`src/rtl/mem_bus_arbiter_if.sv`:
```
// ----------------------------------------------------------------------------
// mem_bus_arbiter_if
//
// Groups every handshake signal around mem_bus_arbiter: the instruction-fetch
// requester port, the MEM-stage data requester port, and the single external
// memory bus. Signal names keep the _i/_o suffixes as seen from the arbiter.
//
// Modports:
//   slave  - the arbiter itself: receives requests and bus_ack_i/bus_rdata_i,
//            drives acks, read data, stalls, errors and the bus cycle.
//   master - the surrounding environment (core ports plus memory model):
//            drives requests and the memory response, observes the rest.
//
// Signal summary:
//   if_req_i / if_addr_i                       fetch request and word address
//   if_rdata_o / if_ack_o / if_err_o           fetch response
//   if_stall_o                                 fetch stall to pipeline control
//   d_req_i / d_we_i / d_sel_i / d_addr_i /
//   d_wdata_i                                  data request
//   d_rdata_o / d_ack_o / d_err_o              data response
//   d_stall_o                                  data stall to pipeline control
//   bus_cyc_o / bus_stb_o / bus_we_o /
//   bus_sel_o / bus_addr_o / bus_wdata_o       registered memory bus cycle
//   bus_rdata_i / bus_ack_i                    memory response
// ----------------------------------------------------------------------------
interface mem_bus_arbiter_if;

    // Instruction-fetch port
    logic        if_req_i;
    logic [31:0] if_addr_i;
    logic [31:0] if_rdata_o;
    logic        if_ack_o;
    logic        if_err_o;
    logic        if_stall_o;

    // MEM-stage data port
    logic        d_req_i;
    logic        d_we_i;
    logic [3:0]  d_sel_i;
    logic [31:0] d_addr_i;
    logic [31:0] d_wdata_i;
    logic [31:0] d_rdata_o;
    logic        d_ack_o;
    logic        d_err_o;
    logic        d_stall_o;

    // External memory bus
    logic        bus_cyc_o;
    logic        bus_stb_o;
    logic        bus_we_o;
    logic [3:0]  bus_sel_o;
    logic [31:0] bus_addr_o;
    logic [31:0] bus_wdata_o;
    logic [31:0] bus_rdata_i;
    logic        bus_ack_i;

    modport slave (
        input  if_req_i, if_addr_i,
        output if_rdata_o, if_ack_o, if_err_o, if_stall_o,
        input  d_req_i, d_we_i, d_sel_i, d_addr_i, d_wdata_i,
        output d_rdata_o, d_ack_o, d_err_o, d_stall_o,
        output bus_cyc_o, bus_stb_o, bus_we_o, bus_sel_o, bus_addr_o, bus_wdata_o,
        input  bus_rdata_i, bus_ack_i
    );

    modport master (
        output if_req_i, if_addr_i,
        input  if_rdata_o, if_ack_o, if_err_o, if_stall_o,
        output d_req_i, d_we_i, d_sel_i, d_addr_i, d_wdata_i,
        input  d_rdata_o, d_ack_o, d_err_o, d_stall_o,
        input  bus_cyc_o, bus_stb_o, bus_we_o, bus_sel_o, bus_addr_o, bus_wdata_o,
        output bus_rdata_i, bus_ack_i
    );

endinterface

```
`src/rtl/mem_bus_arbiter.sv`:
```
// ----------------------------------------------------------------------------
// mem_bus_arbiter
//
// Shares the single external memory bus between the instruction-fetch port
// and the MEM-stage data port of the core. A winning request is latched into
// registered bus outputs, the bus cycle is held until the memory acknowledges
// (or the wait-state timeout expires), and a one-cycle ack with read data is
// then returned to the requester that owned the access. The stall outputs
// freeze the pipeline while a request is outstanding.
//
// Parameters:
//   TIMEOUT_CYCLES - maximum wait-state count before an access is abandoned
//                    with an error; 0 disables the timeout.
//
// Ports:
//   clk  - clock, all state changes on the rising edge
//   rst  - synchronous, active-high reset
//   bus  - mem_bus_arbiter_if.slave: requester ports, stalls, memory bus
// ----------------------------------------------------------------------------
module mem_bus_arbiter #(
    parameter int unsigned TIMEOUT_CYCLES = 255
) (
    input  logic                  clk,
    input  logic                  rst,
    mem_bus_arbiter_if.slave      bus
);

    // Wait-state counter: at least 8 bits, wider only when the limit needs it.
    localparam int unsigned       CNT_W      = (TIMEOUT_CYCLES > 255) ?
                                               $clog2(TIMEOUT_CYCLES + 1) : 8;
    localparam logic [CNT_W-1:0]  CNT_LIMIT  = CNT_W'(TIMEOUT_CYCLES);
    localparam logic [CNT_W-1:0]  CNT_MAX    = '1;
    localparam bit                TIMEOUT_EN = (TIMEOUT_CYCLES != 0);

    typedef enum logic [1:0] {
        IDLE   = 2'd0,
        IF_BUS = 2'd1,
        D_BUS  = 2'd2,
        RESP   = 2'd3
    } state_t;

    typedef enum logic {
        PORT_IF = 1'b0,
        PORT_D  = 1'b1
    } port_t;

    // ------------------------------------------------------------------
    // State and datapath registers (_q) with their next values (_d)
    // ------------------------------------------------------------------
    state_t            state_q,    state_d;
    port_t             last_q,     last_d;     // port granted most recently
    port_t             owner_q,    owner_d;    // port that owns current access
    logic              err_q,      err_d;      // error to report in RESP
    logic [CNT_W-1:0]  cnt_q,      cnt_d;
    logic              cyc_q,      cyc_d;
    logic              we_q,       we_d;
    logic [3:0]        sel_q,      sel_d;
    logic [31:0]       addr_q,     addr_d;
    logic [31:0]       wdata_q,    wdata_d;
    logic [31:0]       if_rdata_q, if_rdata_d;
    logic [31:0]       d_rdata_q,  d_rdata_d;

    // Arbitration decision in IDLE
    logic              grant_d;
    logic              grant_if;

    // Response decode
    logic              if_ack;
    logic              d_ack;

    // ------------------------------------------------------------------
    // State register
    // ------------------------------------------------------------------
    // NOTE: sequential state uses non-blocking assignments only, so every
    // register samples the pre-edge value of every other register; the reset
    // branch sits inside the clocked block because reset is synchronous.
    always_ff @(posedge clk) begin
        if (rst) begin
            state_q    <= IDLE;
            last_q     <= PORT_IF;
            owner_q    <= PORT_IF;
            err_q      <= 1'b0;
            cnt_q      <= '0;
            cyc_q      <= 1'b0;
            we_q       <= 1'b0;
            sel_q      <= 4'b0000;
            addr_q     <= 32'h0;
            wdata_q    <= 32'h0;
            if_rdata_q <= 32'h0;
            d_rdata_q  <= 32'h0;
        end else begin
            state_q    <= state_d;
            last_q     <= last_d;
            owner_q    <= owner_d;
            err_q      <= err_d;
            cnt_q      <= cnt_d;
            cyc_q      <= cyc_d;
            we_q       <= we_d;
            sel_q      <= sel_d;
            addr_q     <= addr_d;
            wdata_q    <= wdata_d;
            if_rdata_q <= if_rdata_d;
            d_rdata_q  <= d_rdata_d;
        end
    end

    // ------------------------------------------------------------------
    // Next-state and datapath logic
    // ------------------------------------------------------------------
    // NOTE: every variable written here gets a default first (hold the current
    // value or deassert), so no path through the case can infer a latch.
    always_comb begin
        state_d    = state_q;
        last_d     = last_q;
        owner_d    = owner_q;
        err_d      = err_q;
        cnt_d      = cnt_q;
        cyc_d      = cyc_q;
        we_d       = we_q;
        sel_d      = sel_q;
        addr_d     = addr_q;
        wdata_d    = wdata_q;
        if_rdata_d = if_rdata_q;
        d_rdata_d  = d_rdata_q;
        grant_d    = 1'b0;
        grant_if   = 1'b0;

        unique case (state_q)
            IDLE: begin
                // On a tie the port not granted last wins; with last reset to
                // fetch, data wins the first tie after reset.
                if (bus.d_req_i && bus.if_req_i) begin
                    grant_d  = (last_q == PORT_IF);
                    grant_if = (last_q == PORT_D);
                end else begin
                    grant_d  = bus.d_req_i;
                    grant_if = bus.if_req_i;
                end

                if (grant_d) begin
                    last_d  = PORT_D;
                    owner_d = PORT_D;
                    cnt_d   = '0;
                    if (bus.d_sel_i == 4'b0000) begin
                        // Misaligned SH/SB encoding: answer with an error
                        // without ever touching the bus.
                        err_d   = 1'b1;
                        state_d = RESP;
                    end else begin
                        err_d   = 1'b0;
                        cyc_d   = 1'b1;
                        we_d    = bus.d_we_i;
                        sel_d   = bus.d_sel_i;
                        addr_d  = bus.d_addr_i;
                        wdata_d = bus.d_wdata_i;
                        state_d = D_BUS;
                    end
                end else if (grant_if) begin
                    last_d  = PORT_IF;
                    owner_d = PORT_IF;
                    cnt_d   = '0;
                    err_d   = 1'b0;
                    cyc_d   = 1'b1;
                    we_d    = 1'b0;
                    sel_d   = 4'b1111;
                    addr_d  = bus.if_addr_i;
                    wdata_d = 32'h0;
                    state_d = IF_BUS;
                end
            end

            IF_BUS, D_BUS: begin
                // Memory ack takes priority over a timeout expiring in the
                // same cycle.
                if (bus.bus_ack_i) begin
                    cyc_d   = 1'b0;
                    state_d = RESP;
                    if (state_q == IF_BUS) begin
                        if_rdata_d = bus.bus_rdata_i;
                    end else if (!we_q) begin
                        d_rdata_d  = bus.bus_rdata_i;
                    end
                end else if (TIMEOUT_EN && (cnt_q == CNT_LIMIT)) begin
                    cyc_d   = 1'b0;
                    err_d   = 1'b1;
                    state_d = RESP;
                    if (state_q == IF_BUS) begin
                        if_rdata_d = 32'h0;
                    end else begin
                        d_rdata_d  = 32'h0;
                    end
                end else if (cnt_q != CNT_MAX) begin
                    // Saturate rather than wrap when the timeout is disabled.
                    cnt_d = cnt_q + CNT_W'(1);
                end
            end

            RESP: begin
                // Ack pulses for this single cycle; no new grant is made here.
                state_d = IDLE;
            end

            default: begin
                state_d = IDLE;
            end
        endcase
    end

    // ------------------------------------------------------------------
    // Outputs
    // ------------------------------------------------------------------
    assign if_ack = (state_q == RESP) && (owner_q == PORT_IF);
    assign d_ack  = (state_q == RESP) && (owner_q == PORT_D);

    assign bus.if_ack_o    = if_ack;
    assign bus.if_err_o    = if_ack & err_q;
    assign bus.if_rdata_o  = if_rdata_q;
    assign bus.if_stall_o  = bus.if_req_i & ~if_ack;

    assign bus.d_ack_o     = d_ack;
    assign bus.d_err_o     = d_ack & err_q;
    assign bus.d_rdata_o   = d_rdata_q;
    assign bus.d_stall_o   = bus.d_req_i & ~d_ack;

    // Cycle and strobe are the same register: single-beat accesses only.
    assign bus.bus_cyc_o   = cyc_q;
    assign bus.bus_stb_o   = cyc_q;
    assign bus.bus_we_o    = we_q;
    assign bus.bus_sel_o   = sel_q;
    assign bus.bus_addr_o  = addr_q;
    assign bus.bus_wdata_o = wdata_q;

endmodule
```
`src/flat_wrapper.sv`:
```
// flat-port wrapper written by rule: the top's interface ports become plain ports
module mem_bus_arbiter_flat 
#(
    parameter int unsigned TIMEOUT_CYCLES = 255
)
  (clk, rst, bus_if_req_i, bus_if_addr_i, bus_if_rdata_o, bus_if_ack_o, bus_if_err_o, bus_if_stall_o, bus_d_req_i, bus_d_we_i, bus_d_sel_i, bus_d_addr_i, bus_d_wdata_i, bus_d_rdata_o, bus_d_ack_o, bus_d_err_o, bus_d_stall_o, bus_bus_cyc_o, bus_bus_stb_o, bus_bus_we_o, bus_bus_sel_o, bus_bus_addr_o, bus_bus_wdata_o, bus_bus_rdata_i, bus_bus_ack_i);
  mem_bus_arbiter_if bus_i ();
  input  logic clk;
  input  logic rst;
  input wire logic [$bits(bus_i.if_req_i)-1:0] bus_if_req_i;
  input wire logic [$bits(bus_i.if_addr_i)-1:0] bus_if_addr_i;
  output wire logic [$bits(bus_i.if_rdata_o)-1:0] bus_if_rdata_o;
  output wire logic [$bits(bus_i.if_ack_o)-1:0] bus_if_ack_o;
  output wire logic [$bits(bus_i.if_err_o)-1:0] bus_if_err_o;
  output wire logic [$bits(bus_i.if_stall_o)-1:0] bus_if_stall_o;
  input wire logic [$bits(bus_i.d_req_i)-1:0] bus_d_req_i;
  input wire logic [$bits(bus_i.d_we_i)-1:0] bus_d_we_i;
  input wire logic [$bits(bus_i.d_sel_i)-1:0] bus_d_sel_i;
  input wire logic [$bits(bus_i.d_addr_i)-1:0] bus_d_addr_i;
  input wire logic [$bits(bus_i.d_wdata_i)-1:0] bus_d_wdata_i;
  output wire logic [$bits(bus_i.d_rdata_o)-1:0] bus_d_rdata_o;
  output wire logic [$bits(bus_i.d_ack_o)-1:0] bus_d_ack_o;
  output wire logic [$bits(bus_i.d_err_o)-1:0] bus_d_err_o;
  output wire logic [$bits(bus_i.d_stall_o)-1:0] bus_d_stall_o;
  output wire logic [$bits(bus_i.bus_cyc_o)-1:0] bus_bus_cyc_o;
  output wire logic [$bits(bus_i.bus_stb_o)-1:0] bus_bus_stb_o;
  output wire logic [$bits(bus_i.bus_we_o)-1:0] bus_bus_we_o;
  output wire logic [$bits(bus_i.bus_sel_o)-1:0] bus_bus_sel_o;
  output wire logic [$bits(bus_i.bus_addr_o)-1:0] bus_bus_addr_o;
  output wire logic [$bits(bus_i.bus_wdata_o)-1:0] bus_bus_wdata_o;
  input wire logic [$bits(bus_i.bus_rdata_i)-1:0] bus_bus_rdata_i;
  input wire logic [$bits(bus_i.bus_ack_i)-1:0] bus_bus_ack_i;
  assign bus_i.if_req_i = bus_if_req_i;
  assign bus_i.if_addr_i = bus_if_addr_i;
  assign bus_if_rdata_o = bus_i.if_rdata_o;
  assign bus_if_ack_o = bus_i.if_ack_o;
  assign bus_if_err_o = bus_i.if_err_o;
  assign bus_if_stall_o = bus_i.if_stall_o;
  assign bus_i.d_req_i = bus_d_req_i;
  assign bus_i.d_we_i = bus_d_we_i;
  assign bus_i.d_sel_i = bus_d_sel_i;
  assign bus_i.d_addr_i = bus_d_addr_i;
  assign bus_i.d_wdata_i = bus_d_wdata_i;
  assign bus_d_rdata_o = bus_i.d_rdata_o;
  assign bus_d_ack_o = bus_i.d_ack_o;
  assign bus_d_err_o = bus_i.d_err_o;
  assign bus_d_stall_o = bus_i.d_stall_o;
  assign bus_bus_cyc_o = bus_i.bus_cyc_o;
  assign bus_bus_stb_o = bus_i.bus_stb_o;
  assign bus_bus_we_o = bus_i.bus_we_o;
  assign bus_bus_sel_o = bus_i.bus_sel_o;
  assign bus_bus_addr_o = bus_i.bus_addr_o;
  assign bus_bus_wdata_o = bus_i.bus_wdata_o;
  assign bus_i.bus_rdata_i = bus_bus_rdata_i;
  assign bus_i.bus_ack_i = bus_bus_ack_i;
  mem_bus_arbiter #(.TIMEOUT_CYCLES(TIMEOUT_CYCLES)) u_core (.clk(clk), .rst(rst), .bus(bus_i));
endmodule
```
`config.mk`:
```
export PLATFORM = sky130hd
export DESIGN_NAME = mem_bus_arbiter_flat
export DESIGN_NICKNAME = d
export VERILOG_FILES = /design/src/rtl/mem_bus_arbiter_if.sv /design/src/rtl/mem_bus_arbiter.sv /design/src/flat_wrapper.sv
export SDC_FILE = /design/constraint.sdc
export NUM_CORES = 1
export LEC_CHECK = 0
export ABC_CLOCK_PERIOD_IN_PS = 2900
export CAP_MARGIN = 20
export CORE_ASPECT_RATIO = 0.9
export CORE_MARGIN = 5
export CORE_UTILIZATION = 41
export DETAILED_ROUTE_END_ITERATION = 8
export PLACE_DENSITY = 0.81
export RECOVER_POWER = 100
export SKIP_CTS_REPAIR_TIMING = 1
export SYNTH_ARGS = -nofsm -noshare
export SYNTH_HDL_FRONTEND = slang
export SYNTH_SLANG_ARGS = --single-unit
```
`constraint.sdc`:
```
create_clock -name clk -period 2.9 [get_ports clk]
set_input_delay 0.87 -clock clk [delete_from_list [all_inputs] [get_ports clk]]
set_output_delay 0.87 -clock clk [all_outputs]
set_load 0.02 [all_outputs]
```
==> results.json, run 1 <==
{
  "die_area_sq_mm": 0.01646,
  "synth_compound_area_share_pct": 30.03,
  "insertion_delay_ns": 0.42,
  "crit_path_frequent_cell": "a22o_1",
  "synthFlopType": "dfxtp_1",
  "synth_top_family_by_area": "compound AO/OA/AOI/OAI gates",
  "gp_congestion": 0.8311,
  "initialDrtViolationCount": 344,
  "fin_cells": 1007,
  "final_cell_area_sq_mm": 0.009196,
  "async_reset_ff_share_pct": 0,
  "fmax_ghz": 0.3569,
  "synthMuxAreaShare_pct": 5.758,
  "clockBufferDepth": 2,
  "cts_max_level": 4,
  "cts_sinks": 146,
  "cp_data_arrival_time_ns": 3.15,
  "antenna_found_initial": 0,
  "grt_use_total_pct": 23.42,
  "synth-edff-count": 0,
  "holdCritPathClass": "reg2reg",
  "yosys_warnings": 0,
  "hold_viol": 0,
  "postPlaceCellArea_sq_mm": 0.008755,
  "dp_cells": 974,
  "syn_nets": 697,
  "cp.buffers_inverters": 2,
  "path_clk_slew_ns": 0.06,
  "crit_path_start_kind": "input pin",
  "slew_violations": 0,
  "core_sq_mm": 0.01385,
  "final_util_pct": 66.40,
  "synth_area_per_cell_sq_um": 10.36,
  "power_density_mw_per_mm2": 872.9,
  "power.leakage_nw": 3.782,
  "rsz0062_at_grt": "no",
  "cts_tree": "built",
  "slowest_delay_ns": 0.59,
  "fin_crit_sh_pct": 96.63,
  "wl_mm": 19.97,
  "ios": 279,
  "yosys.area_share.simple_pct": 7.481,
  "worst-setup-path-type": "in2reg",
  "cts_root_buf": "clkbuf_16",
  "yosysTopAreaCellShare_pct": 50.95,
  "grt_pass1_vias": 5773,
  "syn_inst": 554,
  "synth_adder_area_share_pct": 1.091,
  "synth_area_sq_mm": 0.005737,
  "vdd_drop_max_uv": 522.0,
  "first_pass_iters": 5,
  "synth.most_common_cell": "dfxtp_1",
  "fp.dieH_um": 122.2,
  "crit_path_end_kind": "flip-flop",
  "drive_gt1_share_pct": 10.18,
  "wire_per_inst_um": 19.83,
  "row_count": 41,
  "worst_clock_skew_ns": 0.009877,
  "grt_overflow": 0,
  "grt_max_degree": 38,
  "nets": 965,
  "vias": 5666,
  "cap_viol_max_count": 0,
  "yosysSeqAreaShare_pct": 50.95,
  "status": "completed",
  "drc": 0,
  "vias_per_cell": 5.627,
  "critical_path_peak_fanout": 10,
  "start_util_pct": 41.42,
  "critPathRequiredTime_ns": 3.25,
  "die_width_um": 134.7,
  "crit_slowest_cell": "dlygate4sd3_1",
  "areaGrowthSynthToFinish_pct": 60.31,
  "synth.area.top_cells": "dfxtp_1 51%, a22o_1 10%, a211oi_2 6.5%",
  "fin_crit_ns": 2.802,
  "setup_viol": 0,
  "synth_cell_types": 42,
  "io_buffer_count": 278,
  "synth_xor_area_share_pct": 0,
  "grt_pass1_wl_mm": 30.69,
  "ys_ff_latch": 146,
  "relSlewSlack_pct": 39.65,
  "diodes": 0,
  "yosysTopAreaCell": "dfxtp_1",
  "critPathTopFamily": "buffers and inverters",
  "hpwl_mm": 14.58,
  "numCtsBuffers": 17,
  "ant_nets": 0,
  "tightest_slew_ns": 0.9031,
  "ys_top_cells_by_count": "146 x dfxtp_1, 73 x a21oi_1, 66 x a22o_1, 41 x clkbuf_1, 38 x nand3_1",
  "cp_cell_sequence": "dlygate4sd3_1, or4_4, a22o_1, a21oi_2, clkbuf_1, a22o_1"
}
==> through the flow <==
step	setup WS, ns	hold slack [ns]	total power [W]	setup TNS [ns]
2_1_floorplan	0.5018	0.4474	0.004700	0
3_3_place_gp	-0.04984	0.4553	0.006092	-0.09847
3_5_place_dp	-0.07831	0.4532	0.006226	-0.1360
4_1_cts	-0.07899	0.4721	0.008373	-0.1329
5_1_grt	0.03871	0.4796	0.008438	0
6_report	0.09775	0.4671	0.008028	0
==> layer usage <==
metal	vias up	track usage, %	part of all wire, %
met3	15	11.11	13
met2	304	39.31	48
met5	-	0	0
met1	2712	27.38	38
met4	0	5.216	0.92
li1	2635	-	-
==> cell usage in the layout, fill, tap and decap left out, types with 3 or more instances in the layout <==
master,count
dfxtp_1,146
dlygate4sd3_1,140
clkdlybuf4s50_1,134
a21oi_1,72
a22o_1,66
nand3_1,38
o21ai_0,36
mux2i_1,33
a211oi_2,21
clkbuf_16,17
buf_4,15
a211oi_1,13
clkbuf_1,10
nand2_1,8
a31oi_1,6
inv_1,5
ha_1,5
clkinvlp_4,5
nor2b_1,4
and3_1,4
nand2b_1,4
nor2_1,4
o221a_2,4
and2_1,3
a21o_1,3
clkbuf_2,3
==> worst min-delay path: cells and delay by family, from the launching register on <==
family         cells  cell delay [ns]
AO/OA/AOI/OAI      2             0.12
flip-flops         1             0.30
==> layout make-up <==
cell class,instances,area (sq um)
Inverter,5,18.77
Multi-Input combinational cell,349,2522
Tap cell,172,215.2
Clock buffer,20,436.7
Sequential cell,146,2923
Fill cell,1018,4654
Timing Repair Buffer,303,2947
Clock inverter,12,133.9
==> logic make-up after synthesis <==
family,after synthesis
multiplexers,33
AND/OR/NAND/NOR,79
adder cells (fa/ha/maj),5
buffers and inverters,59
flip-flops,146
AO/OA/AOI/OAI,232
==> path summary, 6_finish.rpt <==
check | from | end | slack, ns | cells past startpoint
setup / recovery | bus_d_sel_i[2] | u_core.bus.bus_wdata_o[2] | 0.1 | 6
hold / removal | u_core.bus.if_rdata_o[24] | u_core.bus.if_rdata_o[24] | 0.47 | 2
setup reg to reg | u_core.state_q[0] | u_core.bus.bus_addr_o[23] | 0.41 | 6
hold reg to reg | u_core.bus.if_rdata_o[24] | u_core.bus.if_rdata_o[24] | 0.47 | 2
==> power breakdown <==
group,switching (W),internal [W],total (W)
clock network,0.000852,0.00127,0.00212
registers,0.000245,0.00244,0.00269
logic,0.00185,0.00137,0.00322
total,0.00295,0.00508,0.00803
==> sequential cells by signal, summed over array words and instances (netlist names) <==
| name | count |
|---|---|
| u_core.bus.d_rdata_o | 32 |
| u_core.bus.bus_addr_o | 32 |
| u_core.bus.if_rdata_o | 32 |
| u_core.cnt_q | 8 |
| u_core.bus.bus_sel_o | 4 |
| u_core.owner_q | 1 |
| u_core.err_q | 1 |
| u_core.bus.bus_we_o | 1 |
| u_core.bus.bus_wdata_o | 32 |
| u_core.bus.bus_cyc_o | 1 |
| u_core.state_q | 2 |
Power figures use the tool's default switching activity.
==> inputs of run 2 (changes only) <==
--- a/config.mk
+++ b/config.mk
@@ -10,6 +10,7 @@
 export CORE_ASPECT_RATIO = 0.9
 export CORE_MARGIN = 5
 export CORE_UTILIZATION = 41
+export CTS_CLUSTER_SIZE = 30
 export DETAILED_ROUTE_END_ITERATION = 8
 export PLACE_DENSITY = 0.81
 export RECOVER_POWER = 100
==> results of run 2 <==
Same layout as run 1: the final DEF is identical, and so are final timing and power.
==> inputs of run 3 (changes only) <==
--- a/config.mk
+++ b/config.mk
@@ -12,6 +12,7 @@
 export CORE_UTILIZATION = 41
 export CTS_CLUSTER_SIZE = 30
 export DETAILED_ROUTE_END_ITERATION = 8
+export MAX_ROUTING_LAYER = met4
 export PLACE_DENSITY = 0.81
 export RECOVER_POWER = 100
 export SKIP_CTS_REPAIR_TIMING = 1
==> run 3 against run 2 <==
  * Flip-flop and latch count unchanged
  * Critical path type unchanged
  * Largest cell class unchanged
  * Global-route usage is 0.72 points higher
  * Via count shrank 0.69%
  * Die area is the same
  * Power down 0.30%
  * Design area is 0.42% lower
  * Register-to-register slack lost 0.12 ns
  * Combinational power hardly changed
  * Setup slack lost 0.0018 ns
  * Wire length rose by 0.37%
  * Sequential share of layout area is 0.13 points higher
  * Non-clock buffer count unchanged
==> results.json, run 3 (synthesis results as in run 1) <==
{
  "status": "completed",
  "fmax_ghz": 0.3566,
  "first_pass_iters": 6,
  "fin_crit_ns": 2.804,
  "cp_cell_sequence": "clkdlybuf4s50_1, or4_1, a22o_1, a21oi_1, clkbuf_1, a22o_1",
  "ant_nets": 0,
  "power_density_mw_per_mm2": 874.0,
  "relSlewSlack_pct": 39.94,
  "cap_viol_max_count": 0,
  "worst-setup-path-type": "in2reg",
  "cts_sinks": 146,
  "initialDrtViolationCount": 393,
  "crit_path_start_kind": "input pin",
  "drc": 0,
  "hpwl_mm": 14.58,
  "grt_use_total_pct": 24.14,
  "areaGrowthSynthToFinish_pct": 59.63,
  "p_int_w": 0.005070,
  "cts_root_buf": "clkbuf_16",
  "post-place-ws_ns": -0.07831,
  "hold_viol": 0,
  "path_clk_slew_ns": 0.06,
  "crit_slowest_cell": "or4_1",
  "nets": 965,
  "setup_viol": 0,
  "cts_max_level": 4,
  "start_util_pct": 41.42,
  "insertion_delay_ns": 0.42,
  "clkPwrFrac_pct": 26.6,
  "tightest_slew_ns": 0.8988,
  "core_sq_mm": 0.01385,
  "slowest_delay_ns": 0.61,
  "vias_per_cell": 5.582,
  "power.leakage_nw": 3.771,
  "gp_congestion": 0.8438,
  "critical_path_peak_fanout": 10,
  "combPwrFrac_pct": 39.8,
  "p_total_w": 0.008003,
  "slew_violations": 0,
  "crit_path_end_kind": "flip-flop",
  "worst_clock_skew_ns": 0.01672,
  "ios": 279,
  "pwr-share-seq_pct": 33.6,
  "die_width_um": 134.7,
  "grt_max_degree": 38,
  "wire_per_inst_um": 19.89,
  "cp_data_arrival_time_ns": 3.16,
  "wl_mm": 20.05,
  "rsz0062_at_grt": "no",
  "fp.dieH_um": 122.2,
  "layout_common_cells": "146 x dfxtp_1, 139 x dlygate4sd3_1, 135 x clkdlybuf4s50_1",
  "fin_crit_sh_pct": 96.69,
  "die_area_sq_mm": 0.01646,
  "holdCritPathClass": "reg2reg",
  "fin_cells": 1008,
  "grt_pass1_vias": 5804,
  "cp.buffers_inverters": 2,
  "final_common_cell": "dfxtp_1",
  "clockBufferDepth": 2,
  "vias": 5627,
  "vdd_drop_max_uv": 521.1,
  "io_buffer_count": 278,
  "cts_tree": "built",
  "critPathRequiredTime_ns": 3.25,
  "timing.final.ws_setup_ns": 0.09599,
  "switching_share_pct": 36.65,
  "numCtsBuffers": 17,
  "antenna_found_initial": 1,
  "dp_cells": 974,
  "grt_overflow": 0,
  "crit_path_frequent_cell": "a22o_1",
  "row_count": 41,
  "grt_pass1_wl_mm": 30.55,
  "drive_gt1_share_pct": 8.383,
  "p_sw_w": 0.002933,
  "critPathTopFamily": "buffers and inverters"
}
## run 3: changes by cell type in the layout (fill, tap and decap cells not counted), sizes merged
cell,change
diode,+1
dlygate4sd3,-1
clkdlybuf4s50,+1
clkbuf,+1
buf,-1
## run 3: power by group through the flow
stage	logic, W	clock network [W]	registers, W
after global routing	0.00340	0.00225	0.00274
after floorplan	0.00152	0	0.00318
after detailed placement	0.00348	0	0.00274
after CTS	0.00352	0.00215	0.00271
final	0.00319	0.00213	0.00269
after global placement	0.00338	0	0.00272
## run 3: path summary, 6_finish.rpt
path / slack (ns) / startpoint / endpoint / cells past startpoint
setup / recovery: 0.1 / bus_d_sel_i[2] / u_core.bus.bus_wdata_o[2] / 6
hold / removal: 0.47 / u_core.bus.if_rdata_o[24] / u_core.bus.if_rdata_o[24] / 2
setup reg to reg: 0.29 / u_core.state_q[0] / u_core.bus.bus_addr_o[7] / 6
hold reg to reg: 0.47 / u_core.bus.if_rdata_o[24] / u_core.bus.if_rdata_o[24] / 2
## run 3: per-layer routing
layer | global-route usage, % | vias up | part of all wire [%] | routed length [um]
li1 | - | 2637 | - | -
met1 | 27.61 | 2665 | 39 | 7730
met2 | 39.47 | 305 | 48 | 9589
met3 | 9.959 | 20 | 12 | 2492
met4 | 6.361 | 0 | 1.2 | 233
met5 | - | - | 0 | 0
## run 3: worst reg2reg max path: stages (launching register included)
cell and delay [ns]:
dfxtp_1 0.35, inv_1 0.11, ha_1 0.32, clkbuf_2 0.68
and2_1 0.62, clkbuf_2 0.31, a211oi_2 0.10
## run 3: area by class of cell
type,instances,area (sq um)
diodes,1,2.502
clock buffers,20,436.7
clock inverters,12,133.9
fillers,1032,4693
inverters,5,18.77
multi-input cells,349,2464
flip-flops and latches,146,2923
well taps,172,215.2
repair buffers,303,2964
## run 3: metrics by stage
stage / utilization [%] / setup TNS, ns / hold slack [ns] / instance area, sq um
after floorplan: - / 0 / 0.4474 / 5737
after global placement: 63.21 / -0.09847 / 0.4553 / 8755
after detailed placement: 63.21 / -0.1360 / 0.4532 / 8755
after CTS: 67.33 / -0.1329 / 0.4721 / 9325
after global routing: 66.12 / 0 / 0.4795 / 9158
final: 66.12 / 0 / 0.4668 / 9158
